## src/rtl/mdu_iterative.sv

```systemverilog
// rtl/mdu_iterative.sv - iterative RV32M multiply/divide unit with start/busy/done handshake
// Optional zero-operand fast path enabled by defining MDU_ZERO_FAST_EN.
module mdu_iterative #(
  parameter int XLEN = 32
) (
  input  logic            clk,
  input  logic            rst_n,
  input  logic            start,
  input  logic [2:0]      op,
  input  logic [XLEN-1:0] in1,
  input  logic [XLEN-1:0] in2,
  output logic            busy,
  output logic            done,
  output logic [XLEN-1:0] out
);

  localparam int CW = $clog2(XLEN + 1);
  localparam logic [XLEN-1:0] MOST_NEG = {1'b1, {(XLEN-1){1'b0}}};

  typedef enum logic [1:0] {
    S_IDLE,
    S_CALC,
    S_FIN
  } state_t;

  state_t          state_q, state_d;
  logic [CW-1:0]   cnt_q, cnt_d;
  logic [XLEN-1:0] hi_q, hi_d;
  logic [XLEN-1:0] lo_q, lo_d;
  logic [XLEN-1:0] b_q, b_d;
  logic [XLEN-1:0] out_q, out_d;
  logic [2:0]      op_q, op_d;
  logic            neg_res_q, neg_res_d;
  logic            neg_rem_q, neg_rem_d;

  logic            a_sgn, b_sgn, a_neg, b_neg;
  logic [XLEN-1:0] a_mag, b_mag;
  logic            special;
  logic [XLEN-1:0] special_res;

  logic [XLEN:0]     mul_sum, div_sh, div_diff;
  logic [XLEN-1:0]   step_hi, step_lo;
  logic [2*XLEN-1:0] prod, prod_s;
  logic [XLEN-1:0]   quot, rem, fin_res;

  // Operand signedness and magnitudes; the datapath only ever sees magnitudes.
  always_comb begin
    a_sgn = op[2] ? ~op[0] : (op[1:0] != 2'b11);
    b_sgn = op[2] ? ~op[0] : ~op[1];
    a_neg = a_sgn & in1[XLEN-1];
    b_neg = b_sgn & in2[XLEN-1];
    a_mag = a_neg ? (~in1 + XLEN'(1)) : in1;
    b_mag = b_neg ? (~in2 + XLEN'(1)) : in2;
  end

  always_comb begin
    special     = 1'b0;
    special_res = '0;
    if (op[2] && (in2 == '0)) begin
      special     = 1'b1;
      special_res = op[1] ? in1 : '1;
    end else if (op[2] && !op[0] && (in1 == MOST_NEG) && (in2 == '1)) begin
      special     = 1'b1;
      special_res = op[1] ? '0 : in1;
`ifdef MDU_ZERO_FAST_EN
    end else if (op[2] ? (in1 == '0) : ((in1 == '0) || (in2 == '0))) begin
      special     = 1'b1;
      special_res = '0;
`endif
    end
  end

  // hi/lo form a double-width shift register: product (hi:lo) for multiply,
  // partial remainder (hi) and dividend/quotient (lo) for divide.
  always_comb begin
    mul_sum  = {1'b0, hi_q} + {1'b0, (lo_q[0] ? b_q : '0)};
    div_sh   = {hi_q, lo_q[XLEN-1]};
    div_diff = div_sh - {1'b0, b_q};
    if (op_q[2]) begin
      if (!div_diff[XLEN]) begin
        step_hi = div_diff[XLEN-1:0];
        step_lo = {lo_q[XLEN-2:0], 1'b1};
      end else begin
        step_hi = div_sh[XLEN-1:0];
        step_lo = {lo_q[XLEN-2:0], 1'b0};
      end
    end else begin
      step_hi = mul_sum[XLEN:1];
      step_lo = {mul_sum[0], lo_q[XLEN-1:1]};
    end
  end

  // Sign correction is applied to the final step so out is ready as FIN begins.
  always_comb begin
    prod   = {step_hi, step_lo};
    prod_s = neg_res_q ? (~prod + (2*XLEN)'(1)) : prod;
    quot   = neg_res_q ? (~step_lo + XLEN'(1)) : step_lo;
    rem    = neg_rem_q ? (~step_hi + XLEN'(1)) : step_hi;
    if (op_q[2]) begin
      fin_res = op_q[1] ? rem : quot;
    end else if (op_q[1:0] == 2'b00) begin
      fin_res = prod_s[XLEN-1:0];
    end else begin
      fin_res = prod_s[2*XLEN-1:XLEN];
    end
  end

  always_comb begin
    state_d   = state_q;
    cnt_d     = cnt_q;
    hi_d      = hi_q;
    lo_d      = lo_q;
    b_d       = b_q;
    out_d     = out_q;
    op_d      = op_q;
    neg_res_d = neg_res_q;
    neg_rem_d = neg_rem_q;
    unique case (state_q)
      S_IDLE: begin
        if (start) begin
          op_d      = op;
          neg_res_d = a_neg ^ b_neg;
          neg_rem_d = a_neg;
          if (special) begin
            out_d   = special_res;
            state_d = S_FIN;
          end else begin
            hi_d    = '0;
            lo_d    = a_mag;
            b_d     = b_mag;
            cnt_d   = CW'(XLEN);
            state_d = S_CALC;
          end
        end
      end
      S_CALC: begin
        hi_d  = step_hi;
        lo_d  = step_lo;
        cnt_d = cnt_q - CW'(1);
        if (cnt_q == CW'(1)) begin
          out_d   = fin_res;
          state_d = S_FIN;
        end
      end
      S_FIN: begin
        state_d = S_IDLE;
      end
      default: begin
        state_d = S_IDLE;
      end
    endcase
  end

  always_ff @(posedge clk or negedge rst_n) begin
    if (!rst_n) begin
      state_q   <= S_IDLE;
      cnt_q     <= '0;
      hi_q      <= '0;
      lo_q      <= '0;
      b_q       <= '0;
      out_q     <= '0;
      op_q      <= '0;
      neg_res_q <= 1'b0;
      neg_rem_q <= 1'b0;
    end else begin
      state_q   <= state_d;
      cnt_q     <= cnt_d;
      hi_q      <= hi_d;
      lo_q      <= lo_d;
      b_q       <= b_d;
      out_q     <= out_d;
      op_q      <= op_d;
      neg_res_q <= neg_res_d;
      neg_rem_q <= neg_rem_d;
    end
  end

  assign busy = (state_q != S_IDLE);
  assign done = (state_q == S_FIN);
  assign out  = out_q;

endmodule

```

## config.mk

```make
export PLATFORM = sky130hd
export DESIGN_NAME = mdu_iterative
export DESIGN_NICKNAME = d
export VERILOG_FILES = /design/src/rtl/mdu_iterative.sv
export SDC_FILE = /design/constraint.sdc
export NUM_CORES = 1
export LEC_CHECK = 0
export BUFFER_PORTS_ARGS = -buffer_cell sky130_fd_sc_hd__buf_4
export CORE_ASPECT_RATIO = 1.75
export CORE_MARGIN = 3
export CORE_UTILIZATION = 60
export CTS_BUF_LIST = sky130_fd_sc_hd__clkbuf_16
export DETAILED_ROUTE_END_ITERATION = 7
export GPL_TIMING_DRIVEN = 1
export MAX_ROUTING_LAYER = met4
export PLACE_DENSITY = 0.79
export SETUP_SLACK_MARGIN = 0.5
export SLEW_MARGIN = 10
export SYNTH_ARGS = -nofsm -noshare
export SYNTH_HDL_FRONTEND = slang
export SYNTH_SLANG_ARGS = --single-unit
```

## constraint.sdc

```tcl
create_clock -name clk -period 7.6 [get_ports clk]
set_input_delay 1.9 -clock clk [delete_from_list [all_inputs] [get_ports clk]]
set_output_delay 1.9 -clock clk [all_outputs]
set_load 0.01 [all_outputs]
```

==> results.sh <==
export IMPL_synthMuxAreaShare_pct=3.32
export IMPL_grtUsageTotal_pct=54.4
export IMPL_fp_dieW_um=127
export IMPL_grt_max_degree=89
export IMPL_die_height_um=218
export IMPL_slowest_stage="o21a_1"
export IMPL_drive_gt1_share_pct=10.7
export IMPL_ant_nets=0
export IMPL_cp_start_kind="flop"
export IMPL_synth_top_cells_by_area="dfrtp_1 23%, o21ai_0 6.4%, xnor2_1 6.4%, ha_1 5.8%, nand2_1 5.6%"
export IMPL_htree_levels=4
export IMPL_cap_violations=0
export IMPL_coreArea_um2=25200
export IMPL_crit_path_cell_trace="ha_1 -> a211oi_1 -> nor3_1 -> o21ai_1 -> o22ai_4 -> o21a_1 -> nor2_1 -> a21o_1 -> inv_1 -> ha_1 -> o21ai_0 -> or3_1 -> or3_1 -> or2_2 -> o21ai_0 -> xor2_1 -> o32a_1 -> o21ai_0 -> o32a_1"
export IMPL_start_util_pct=61.1
export IMPL_timing_fmax_ghz=0.147
export IMPL_synth_top_family_by_area="compound AO/OA/AOI/OAI gates"
export IMPL_synthSimpleGateAreaFrac_pct=24.1
export IMPL_syn_area_um2=15400
export IMPL_dpl_cell_area_um2=16300
export IMPL_antenna_found_initial=1
export IMPL_vias_per_cell=7.50
export IMPL_slew_violations=0
export IMPL_synth_edf_count=0
export IMPL_synth_warnings=0
export IMPL_tightest_slew_ns=1.31
export IMPL_rsz0062_at_grt="no"
export IMPL_hpwl_mm=53.8
export IMPL_finClkSkew_ns=0.0140
export IMPL_startpoint="hi_q[1]"
export IMPL_r2r_end="out[30]"
export IMPL_rrSetupSlack_ns=0.79
export IMPL_cts_resized_gates=0
export IMPL_fin_setup_tns_ns=0
export IMPL_worstSetupEndpoint="out[30]"
export IMPL_end_kind="flop"
export IMPL_place_congestion=1.10
export IMPL_ys_async_sr_fraction_pct=100
export IMPL_syn_inst=2078
export IMPL_crit_top_cell="o21ai_0"
export IMPL_cts_path_max_buffers=2
export IMPL_cp_arrival_ns=7.17
export IMPL_synthAdderAreaFrac_pct=6.02
export IMPL_synth_fp_nets=2221
export IMPL_grt_pass1_wl_mm=110
export IMPL_r2r_start="hi_q[1]"
export IMPL_nNetsFinal=2243
export IMPL_period_minus_slack_ns=6.81
export IMPL_fp_row_count=77
export IMPL_stdcell_area_um2=16900
export IMPL_yosysSeqAreaShare_pct=22.9
export IMPL_clockRootBuffer="clkbuf_16"
export IMPL_status="complete, no violations"
export IMPL_grt_overflow_total=0
export IMPL_synth_xor_area_share_pct=10.7
export IMPL_crit_buf_inv=1
export IMPL_cts_sinks=141
export IMPL_synth_compound_area_share_pct=28.1
export IMPL_synth_cell_type_count=85
export IMPL_ys_seq_elements=141
export IMPL_drt_initial_drc_count=2508
export IMPL_synthFlopType="dfrtp_1"
export IMPL_grt_pass1_vias=17600
export IMPL_cpPeakStageDelay_ns=0.75
export IMPL_drc_errors=0
export IMPL_path_max_fanout=21
export IMPL_slew_headroom_pct=11.6
export IMPL_netlist_area_leader_share_pct=22.9
export IMPL_vias=18200
export IMPL_portBuffers=103
export IMPL_syn_mean_instance_area_um2=7.42
export IMPL_io_pins=104
export IMPL_finalSetupViolations=0
export IMPL_cp_data_required_time_ns=7.96
export IMPL_hold_viol_final=0
export IMPL_ff2ff_path_depth=19
export IMPL_clkTransAtPathRegs_ns=0.07
export IMPL_crit_type="flop to flop"
export IMPL_path_depth=19
export IMPL_clock_latency_ns=0.47
export IMPL_cts_tree="done"
export IMPL_wirelength_mm=72.7
export IMPL_drt_pre_antenna_iters=7
export IMPL_dieArea_um2=27700
export IMPL_cts_inserted_buffers=17
export IMPL_worstHoldPathType="flop to flop"
export IMPL_cts_setup_buffers=0
export IMPL_syn_to_final_growth_pct=9.60
export IMPL_wire_per_inst_um=29.9
export IMPL_critPathTopFamily="compound AO/OA/AOI/OAI gates"
export IMPL_synth_top_cell_by_area="dfrtp_1"
export IMPL_cts_hold_buf=0
export IMPL_finalCritPeriodShare_pct=89.6
==> worst register-to-register path, delay by kind of cell (launching register included) <==
| kind | cells | cell delay [ns] |
|---|---|---|
| AOI/OAI and AO/OA | 10 | 2.86 |
| xor gates and xnor gates | 1 | 0.75 |
| adders and majority gates | 2 | 0.61 |
| buffers and inverters | 1 | 0.08 |
| DFF | 1 | 0.49 |
| and+or+nand+nor | 5 | 1.94 |
==> routing by layer <==
layer  vias to the layer above  GRT usage, %  wire (µm)
met1                      8418          51.0      21800
li1                       7704             -          -
met2                      1432          82.4      32600
met3                       672          19.8       7740
met5                         -             -          0
met4                         0          55.8      10600
==> cells in the final DEF (no fill, tap or decap), types with 15 or more instances in the layout <==
| cell | synthesis | routed |
|---|---|---|
| nor2_1 | 179 | 178 |
| or2_2 | 16 | 16 |
| o21a_1 | 16 | 16 |
| nand3_1 | 65 | 65 |
| clkbuf_16 | 0 | 17 |
| nand2_1 | 230 | 230 |
| a221oi_1 | 18 | 18 |
| mux2i_1 | 32 | 32 |
| o41ai_1 | 15 | 15 |
| o211ai_1 | 17 | 17 |
| and2_1 | 49 | 49 |
| a21o_1 | 15 | 15 |
| inv_1 | 68 | 68 |
| nand4_1 | 39 | 39 |
| xor2_1 | 76 | 76 |
| mux2_2 | 17 | 17 |
| o221ai_1 | 27 | 27 |
| o21ai_0 | 196 | 196 |
| a211oi_1 | 15 | 15 |
| a31oi_1 | 23 | 23 |
| buf_4 | 0 | 128 |
| a21oi_1 | 151 | 151 |
| nor4_1 | 27 | 26 |
| or3_1 | 28 | 28 |
| nor3_1 | 68 | 67 |
| dfrtp_1 | 141 | 140 |
| ha_1 | 71 | 71 |
| o31ai_1 | 36 | 36 |
| xnor2_1 | 112 | 112 |
==> how the worst min path moves through the flow <==
stage | start | endpoint | slack [ns] | depth (start not counted)
3_5_place_dp | out[5] | out[5] | 0.48 | 1
6_report | out[25] | out[25] | 0.50 | 1
4_1_cts | out[9] | out[9] | 0.50 | 1
2_1_floorplan | b_q[0] | b_q[0] | 0.47 | 2
3_3_place_gp | out[12] | out[12] | 0.47 | 2
5_1_grt | out[5] | out[5] | 0.52 | 1
==> per-stage QoR <==
step	hold WS [ns]	std cells	utilization (%)	setup WS [ns]
after CTS	0.498	2429	66.9	1.19
final	0.502	2431	66.9	0.788
after global routing	0.519	2430	66.9	0.658
after global placement	0.469	2397	64.6	1.31
after floorplan	0.468	2078	-	1.73
after detailed placement	0.482	2397	64.6	1.22
==> registers in the layout, summed over array words and instances, names as in the netlist <==
name,count
op_q,3
lo_q,32
neg_res_q,1
cnt_q,6
state_q,2
b_q,32
hi_q,32
neg_rem_q,1
out,32
==> kinds of logic after synthesis <==
group	count (synthesis)
AND/OR/NAND/NOR	769
AO/OA/AOI/OAI	663
buffers and inverters	195
XOR/XNOR	188
flip-flops	141
adder cells (fa/ha/maj)	73
multiplexers	49
==> Yosys cell counts, drive strengths merged, types with 5 or more instances <==
| master | number |
|---|---|
| ha | 71 |
| a22oi | 5 |
| or4 | 15 |
| or2 | 16 |
| a41oi | 7 |
| nand4 | 39 |
| o221ai | 27 |
| nand2b | 9 |
| nor3b | 11 |
| clkbuf | 99 |
| a211oi | 16 |
| nor2 | 179 |
| a221oi | 19 |
| o21ai | 205 |
| o31ai | 38 |
| a21boi | 5 |
| a21o | 15 |
| a22o | 8 |
| nor3 | 69 |
| nor2b | 12 |
| o21a | 16 |
| mux2i | 32 |
| o41ai | 15 |
| xor2 | 76 |
| o211ai | 17 |
| inv | 68 |
| nand3 | 66 |
| a21oi | 154 |
| mux2 | 17 |
| dfrtp | 141 |
| a221o | 10 |
| nand2 | 230 |
| and3 | 7 |
| o22ai | 11 |
| and2 | 49 |
| o31a | 5 |
| nor4 | 27 |
| o21bai | 11 |
| a31oi | 23 |
| a211o | 13 |
| or3 | 29 |
| xnor2 | 112 |
| buf | 27 |
==> cell type report <==
type | instances | area, µm²
clock buffer | 17 | 425
fill | 2248 | 8350
clock inverter | 15 | 155
sequential | 141 | 3530
antenna | 2 | 5.00
tap | 316 | 395
multi-input combinational | 1742 | 11100
timing repair buffer | 129 | 972
inverter | 69 | 259
Power is left out: the tool's default activity adds up to more than one toggle a clock period on the data nets, which glitch-free logic cannot reach.
